==> src/rtl/pam4_thermo_decoder.sv <==
// rtl/pam4_thermo_decoder.sv - PAM4 thermometer receiver: sync, per-bit majority vote, decode, pack
module pam4_thermo_decoder #(
    parameter int OSR       = 4,
    parameter int WORD_SYMS = 4,
    parameter int ERR_W     = 16
) (
    input  logic                   clk,
    input  logic                   rst,
    input  logic [2:0]             thermo_in,
    input  logic                   sym_align,
    input  logic                   err_clr,
    output logic [1:0]             sym_out,
    output logic                   sym_valid,
    output logic [2*WORD_SYMS-1:0] data_out,
    output logic                   data_valid,
    output logic                   code_err,
    output logic [ERR_W-1:0]       err_count
);

    localparam int CNT_W  = $clog2(OSR + 1);
    localparam int CNT_W1 = CNT_W + 1;
    localparam int PH_W   = $clog2(OSR);
    localparam int PC_W   = (WORD_SYMS > 1) ? $clog2(WORD_SYMS) : 1;
    localparam logic [PH_W-1:0]  PH_LAST = PH_W'(OSR - 1);
    localparam logic [CNT_W:0]   OSR_V   = CNT_W1'(OSR);
    localparam logic [PC_W-1:0]  PC_LAST = PC_W'(WORD_SYMS - 1);

    logic [2:0]                   sync1_q, sync2_q;
    logic [1:0]                   vld_q;
    logic [PH_W-1:0]              ph_q, ph_d;
    logic [2:0][CNT_W-1:0]        cnt_q, cnt_d, tot;
    logic [PC_W-1:0]              pc_q, pc_d;
    logic [2*WORD_SYMS-1:0]       sr_q, sr_d, data_q, data_d, shifted;
    logic [1:0]                   sym_q, sym_d;
    logic                         symv_q, symv_d, err_q, err_d, dv_q, dv_d;
    logic [ERR_W-1:0]             ecnt_q, ecnt_d;

    logic                         first, last, bubble;
    logic [2:0]                   voted;
    logic [1:0]                   pop, dec_sym;

    // Vote and decode the symbol that completes with the current sample.
    always_comb begin
        first = sym_align || (ph_q == '0);
        last  = !sym_align && (ph_q == PH_LAST);
        tot   = '0;
        voted = '0;
        for (int i = 0; i < 3; i++) begin
            tot[i]   = (first ? '0 : cnt_q[i]) + CNT_W'(sync2_q[i]);
            voted[i] = ({tot[i], 1'b0} > OSR_V);
        end
        pop = {1'b0, voted[0]} + {1'b0, voted[1]} + {1'b0, voted[2]};
        // Valid thermometer codes map to 3-popcount as well, so one rule covers both.
        dec_sym = ~pop;
        case (voted)
            3'b111, 3'b011, 3'b001, 3'b000: bubble = 1'b0;
            default:                        bubble = 1'b1;
        endcase
        shifted      = sr_q << 2;
        shifted[1:0] = dec_sym;
    end

    always_comb begin
        ph_d   = ph_q;
        cnt_d  = cnt_q;
        pc_d   = pc_q;
        sr_d   = sr_q;
        data_d = data_q;
        sym_d  = sym_q;
        symv_d = 1'b0;
        err_d  = 1'b0;
        dv_d   = 1'b0;
        // Nothing advances until the synchronizer holds real samples.
        if (vld_q[1]) begin
            cnt_d = tot;
            if (sym_align) begin
                pc_d = '0;
            end
            if (last) begin
                ph_d   = '0;
                sym_d  = dec_sym;
                symv_d = 1'b1;
                err_d  = bubble;
                sr_d   = shifted;
                if (pc_q == PC_LAST) begin
                    data_d = shifted;
                    dv_d   = 1'b1;
                    pc_d   = '0;
                end else begin
                    pc_d = pc_q + PC_W'(1);
                end
            end else begin
                ph_d = sym_align ? PH_W'(1) : ph_q + PH_W'(1);
            end
        end

        ecnt_d = ecnt_q;
        if (err_clr) begin
            ecnt_d = '0;
        end else if (err_q && (ecnt_q != '1)) begin
            ecnt_d = ecnt_q + ERR_W'(1);
        end
    end

    always_ff @(posedge clk) begin
        if (rst) begin
            sync1_q <= '0;
            sync2_q <= '0;
            vld_q   <= '0;
            ph_q    <= '0;
            cnt_q   <= '0;
            pc_q    <= '0;
            sr_q    <= '0;
            data_q  <= '0;
            sym_q   <= '0;
            symv_q  <= 1'b0;
            err_q   <= 1'b0;
            dv_q    <= 1'b0;
            ecnt_q  <= '0;
        end else begin
            sync1_q <= thermo_in;
            sync2_q <= sync1_q;
            vld_q   <= {vld_q[0], 1'b1};
            ph_q    <= ph_d;
            cnt_q   <= cnt_d;
            pc_q    <= pc_d;
            sr_q    <= sr_d;
            data_q  <= data_d;
            sym_q   <= sym_d;
            symv_q  <= symv_d;
            err_q   <= err_d;
            dv_q    <= dv_d;
            ecnt_q  <= ecnt_d;
        end
    end

    assign sym_out    = sym_q;
    assign sym_valid  = symv_q;
    assign data_out   = data_q;
    assign data_valid = dv_q;
    assign code_err   = err_q;
    assign err_count  = ecnt_q;

endmodule

==> config.mk <==
export PLATFORM = sky130hd
export DESIGN_NAME = pam4_thermo_decoder
export DESIGN_NICKNAME = d
export VERILOG_FILES = /design/src/rtl/pam4_thermo_decoder.sv
export SDC_FILE = /design/constraint.sdc
export NUM_CORES = 1
export LEC_CHECK = 0
export BUFFER_PORTS_ARGS = -buffer_cell sky130_fd_sc_hd__buf_2
export CORE_ASPECT_RATIO = 0.7
export CORE_UTILIZATION = 60
export CTS_CLUSTER_SIZE = 10
export DETAILED_ROUTE_END_ITERATION = 10
export PLACE_DENSITY = 0.87
export SYNTH_ARGS = -nofsm -noshare
export SYNTH_HDL_FRONTEND = slang
export SYNTH_SLANG_ARGS = --single-unit
==> constraint.sdc <==
create_clock -name clk -period 6.67 [get_ports clk]
set_clock_uncertainty 0.15 [all_clocks]
set_input_delay 0.3335 -clock clk [delete_from_list [all_inputs] [get_ports clk]]
set_output_delay 0.3335 -clock clk [all_outputs]
set_load 0.02 [all_outputs]
# --- Word-level counts from Yosys, hierarchy flattened ---
# Index checks and enable logic that the tools add are counted.
word_totals:
  out_inout_bits: 29
  regBits: 56
  input_bits: 7
  wordCells: 62
op_classes:
  reduce_logical: 14
  n_eq_ne: 6
  addsub: 8
  bitwise: 3
  magnitude_cmp: 3
  mux: 12
op_table:
  columns: ["op", "count"]
  rows:
  - ["$add 16x1->16 const B", 1]
  - ["$ne 16x16->1 const B", 1]
  - ["$gt 4x3->1 const B", 3]
  - ["$mux 2", 5]
  - ["$add 3x1->3", 3]
  - ["$mux 3", 3]
  - ["$add 2x1->2 const B", 2]
  - ["$eq 2x2->1 const B", 2]
  - ["$mux 1", 4]
  - ["$reduce_and 2->1", 2]
  - ["$reduce_or 2->1", 2]
  - ["$reduce_or 4->1", 1]
  - ["$eq 3x1->1 const B", 1]
  - ["$eq 3x2->1 const B", 1]
  - ["$eq 3x3->1 const B", 1]
  - ["$logic_not 3->1", 1]
  - ["$reduce_and 3->1", 1]
  - ["$reduce_or 3->1", 1]
  - ["$add 1x1->2", 1]
  - ["$add 2x1->2", 1]
  - ["$logic_and 1x1->1", 2]
  - ["$logic_not 2->1", 1]
  - ["$not 1->1", 2]
  - ["$not 2->2", 1]
  - ["3 further kinds", 3]

# --- Logic depth before layout (Yosys ltp) ---
logic_depth:
  word_depth: 8
  ltp_mapped: 11
  depth_no_buf: 11

# --- Worst setup path before layout ---
# No wires, ideal clock.
synth_path:
  kind: "register to register"
  startpoint: "reg ph_q[0]"
  endpoint: "reg data_q[0] (netlist: data_out[0])"
  n_path_buf: 0
  setup_ns: 0.086
  arrival_ns: 2.344
  t_required_ns: 6.434
  period_less_slack_ns: 2.580
  stages_incl_launch_ff: 12
  path_slack_ns: 4.090
  path_cell_list: "dfxtp_1 > inv_1 > ha_1 > nor2_1 > and2_1 > ha_1 > ha_1 > a21boi_0 > mux2_2 > inv_1 > fa_1 > a211oi_1"
synth_lines:
  columns: ["item", "line_no", "rtl"]
  rows:
  - ["from (decl)", "30", "logic [PH_W-1:0] ph_q, ph_d;"]
  - ["from (signal assigned)", "124", "ph_q <= ph_d;"]
  - ["to (signal assigned)", "128", "data_q <= data_d;"]
  - ["to (decl)", "33", "logic [2*WORD_SYMS-1:0] sr_q, sr_d, data_q, data_d, shifted;"]

==> flow_metrics.py <==
metrics = {
    "worst_setup_path": {
        "cpPeakStageDelay_ps": 500,
        "cp-end-kind": "register",
        "r2r-end": "sr_q[0]",
        "cp_top_family": "adder cells",
        "slowest_stage": "fa_1",
        "path_cells": "inv_1 -> ha_1 -> nor2_1 -> and2_1 -> ha_1 -> ha_1 -> a21boi_0 -> mux2_2 -> inv_1 -> fa_1 -> a211oi_1",
        "cp_max_fo": 6,
        "rr_worst_depth": 11,
        "arrival_ps": 3010,
        "cp_common_cell": "ha_1",
        "r2r-start": "ph_q[0]",
        "path_class": "register to register",
        "reg2reg_slack_ps": 3750,
        "cp_num_buf_inv": 2,
        "cp-start-kind": "register",
        "required_ps": 6760,
    },
    "detailed_routing": {
        "dr.pass1.iters": 4,
        "vias": 1958,
        "ant_nets": 0,
        "wire_per_inst_um": 14.1,
        "via_per_inst": 5.68,
        "drt_iter0_drc": 79,
        "drc_errors": 0,
        "totalWireLength_um": 4850,
    },
    "floorplanning": {
        "die_w_um": 77.2,
        "pin_count": 36,
        "rows": 18,
        "die_area_mm2": 0.00422,
        "start_util_pct": 65.1,
        "fp.coreArea_mm2": 0.00365,
        "chipHeight_um": 54.6,
    },
    "sta": {
        "min_period_ps": 2920,
        "final.setup.tns_ps": 0,
        "maxSlewHeadroom_pct": 48.6,
        "drv_slew": 0,
        "setup_violations": 0,
        "fin_crit_sh_pct": 43.8,
        "worst_pin_slew_ps": 765,
        "rsz0062_at_grt": "no",
        "fmax_mhz": 342,
        "hold_viol": 0,
    },
    "yosys": {
        "syn_nets": 283,
        "synth_edf_count": 0,
        "syn_area_mm2": 0.00237,
        "yosysSeqAreaShare_pct": 45.5,
        "synth_cell_type_count": 45,
        "avgSynthCellArea_um2": 8.96,
        "synth_ff_type": "dfxtp_1",
        "synth_cells": 265,
        "ys_async_sr_fraction_pct": 0,
        "ys_ff_latch": 54,
        "ys.warnings.count": 0,
    },
    "clocking": {
        "cts_resized": 0,
        "h-tree-depth": 2,
        "cts_tree": "built",
        "clock_path_buffers": 2,
        "cts_sinks": 54,
        "holdBufCountCts": 0,
        "numCtsBuffers": 5,
        "path_clk_slew_ps": 100,
        "cts_root_buf": "clkbuf_8",
        "post_cts_buffers": 0,
        "clk_latency_ps": 320,
    },
    "finish": {
        "diodes": 0,
        "nNetsFinal": 312,
        "fin_cells": 345,
        "drive_gt1_share_pct": 16.9,
        "post-route-cell-area_mm2": 0.00267,
        "area_growth_pct": 12.6,
    },
    "power": {
        "pwr-share-clk_pct": 40.0,
        "p_comb_share_pct": 2.9,
        "power_frac_seq_pct": 57.1,
        "p_leak_nw": 1.07,
        "ir_worst_vdd_mv": 0.162,
        "power.switching_mw": 0.129,
        "p_int_mw": 0.446,
        "power-per-cell-area_mw_per_mm2": 215,
        "swShare_pct": 22.5,
    },
    "grt": {
        "antenna_found_initial": 0,
        "grt.total_usage_pct": 24.5,
        "overflow": 0,
        "grt_pass1_vias": 1753,
        "grt_pass1_wl_um": 7870,
        "grt_max_degree": 40,
    },
    "placement": {
        "place.port_buffers": 35,
        "placedCellCount": 337,
        "hpwl_um": 3410,
        "dpl_cell_area_mm2": 0.00256,
        "gp_congestion": 0.784,
    },
    "job": {
        "drv_cap": 0,
    },
    "worst_hold_path": {
        "worst_hold_path_type": "input pin to register",
        "min-delay-start": "thermo_in[1]",
        "whs_endpoint": "sync1_q[1]",
        "min_path_cells": 2,
    },
    "status": {
        "outcome": "finished, final reports clean",
    },
}
-- worst max path at each step --
| stage | endpoint | start | cells after the start |
|---|---|---|---|
| after global placement | sr_q[0] | ph_q[0] | 11 |
| after CTS | data_out[0] | ph_q[0] | 11 |
| after floorplan | data_out[0] | ph_q[0] | 11 |
| final | sr_q[0] | ph_q[0] | 11 |
| after detailed placement | sr_q[0] | ph_q[0] | 11 |
| after global routing | data_out[0] | ph_q[0] | 11 |
-- power by group through the flow --
stage	sequential [mW]	clock, mW	combinational [mW]
6_report	0.329	0.230	0.0165
3_5_place_dp	0.336	0	0.0164
2_1_floorplan	0.334	0	0.0138
3_3_place_gp	0.336	0	0.0156
4_1_cts	0.329	0.231	0.0165
5_1_grt	0.329	0.248	0.0185
-- cells in the mapped netlist (2+ instances only) --
library cell	n	share of area, %
a211oi_1	9	2.8
a21boi_0	3	0.95
a21oi_1	23	4.8
a31oi_1	2	0.53
and2_1	8	2.1
and3_1	2	0.53
buf_4	2	0.63
clkbuf_1	10	1.6
dfxtp_1	54	46
ha_1	10	5.3
inv_1	9	1.4
mux2i_1	9	3.8
nand2_1	27	4.3
nand3_1	5	1.1
nand4_1	3	0.79
nor2_1	27	4.3
nor2b_1	7	1.8
nor3_1	7	1.5
nor3b_1	3	0.95
nor4_1	2	0.53
o21ai_0	9	1.9
o31ai_1	3	0.95
or2_2	2	0.53
or3_1	5	1.3
or4_1	3	0.95
xor2_1	2	0.74
-- through the flow --
| step | util, % | worst slack [ps] | hold slack [ps] | power [mW] |
|---|---|---|---|---|
| CTS | 73.3 | 3730 | 65.6 | 0.576 |
| global route | 73.3 | 3520 | 77.3 | 0.596 |
| global placement | 70.1 | 3940 | 266 | 0.351 |
| finish | 73.3 | 3750 | 65.6 | 0.575 |
| floorplan | - | 4090 | 264 | 0.348 |
| detailed placement | 70.1 | 3760 | 279 | 0.352 |
-- cell type report --
cell class,count,area [um2]
inverter,9,33.8
multi-input combinational,189,1200
tap,50,62.6
sequential,54,1080
clock buffer,5,68.8
fill,303,975
clock inverter,3,48.8
timing repair buffer,35,175
-- layout by cell type, fill, tap and decap left out, drive strengths merged, types with 2 or more instances in the layout --
cell type   n
dfxtp      54
buf        35
nor2       27
nand2      27
a21oi      23
ha         10
inv        10
mux2i       9
o21ai       9
a211oi      9
and2        8
nor3        7
nor2b       7
nand3       6
or3         5
clkbuf      5
nand4       4
a21boi      3
nor3b       3
o31ai       3
or4         3
or2         2
nor4        2
and3        2
a31oi       2
xor2        2
o41ai       2
-- worst reg2reg max path, cell delays in order, from the launching register on --
cell and delay [ps]:
dfxtp_1 390, inv_1 60, ha_1 240, nor2_1 290, and2_1 190, ha_1 150
ha_1 250, a21boi_0 170, mux2_2 180, inv_1 60, fa_1 500, a211oi_1 210
-- state kept, by name, summed over array words and instances (netlist names) --
signal	count
data_out	8
sync2_q	3
sync1_q	3
vld_q	2
code_err	1
sr_q	6
ph_q	2
cnt_q	9
pc_q	2
err_count	16
data_valid	1
sym_valid	1
-- cell families (layout without fill, tap and decap cells) --
kind of cell | after synthesis | after routing | share of synthesized area, %
xor+xnor | 2 | 2 | 0.738
compound gates | 58 | 58 | 16.2
simple gates | 108 | 108 | 23.4
flops | 54 | 54 | 45.5
mux | 10 | 10 | 4.27
buf+inv | 22 | 52 | 3.79
fa+ha+maj | 11 | 11 | 6.11
-- layer usage --
layer | vias to the layer above | wire length, um | GRT usage [%]
li1 | 994 | - | -
met1 | 910 | 2340 | 30.8
met2 | 49 | 2210 | 40.4
met3 | 5 | 249 | 8.00
met4 | 0 | 45 | 8.81
met5 | - | 0 | 0
Power figures use the tool's default switching activity.
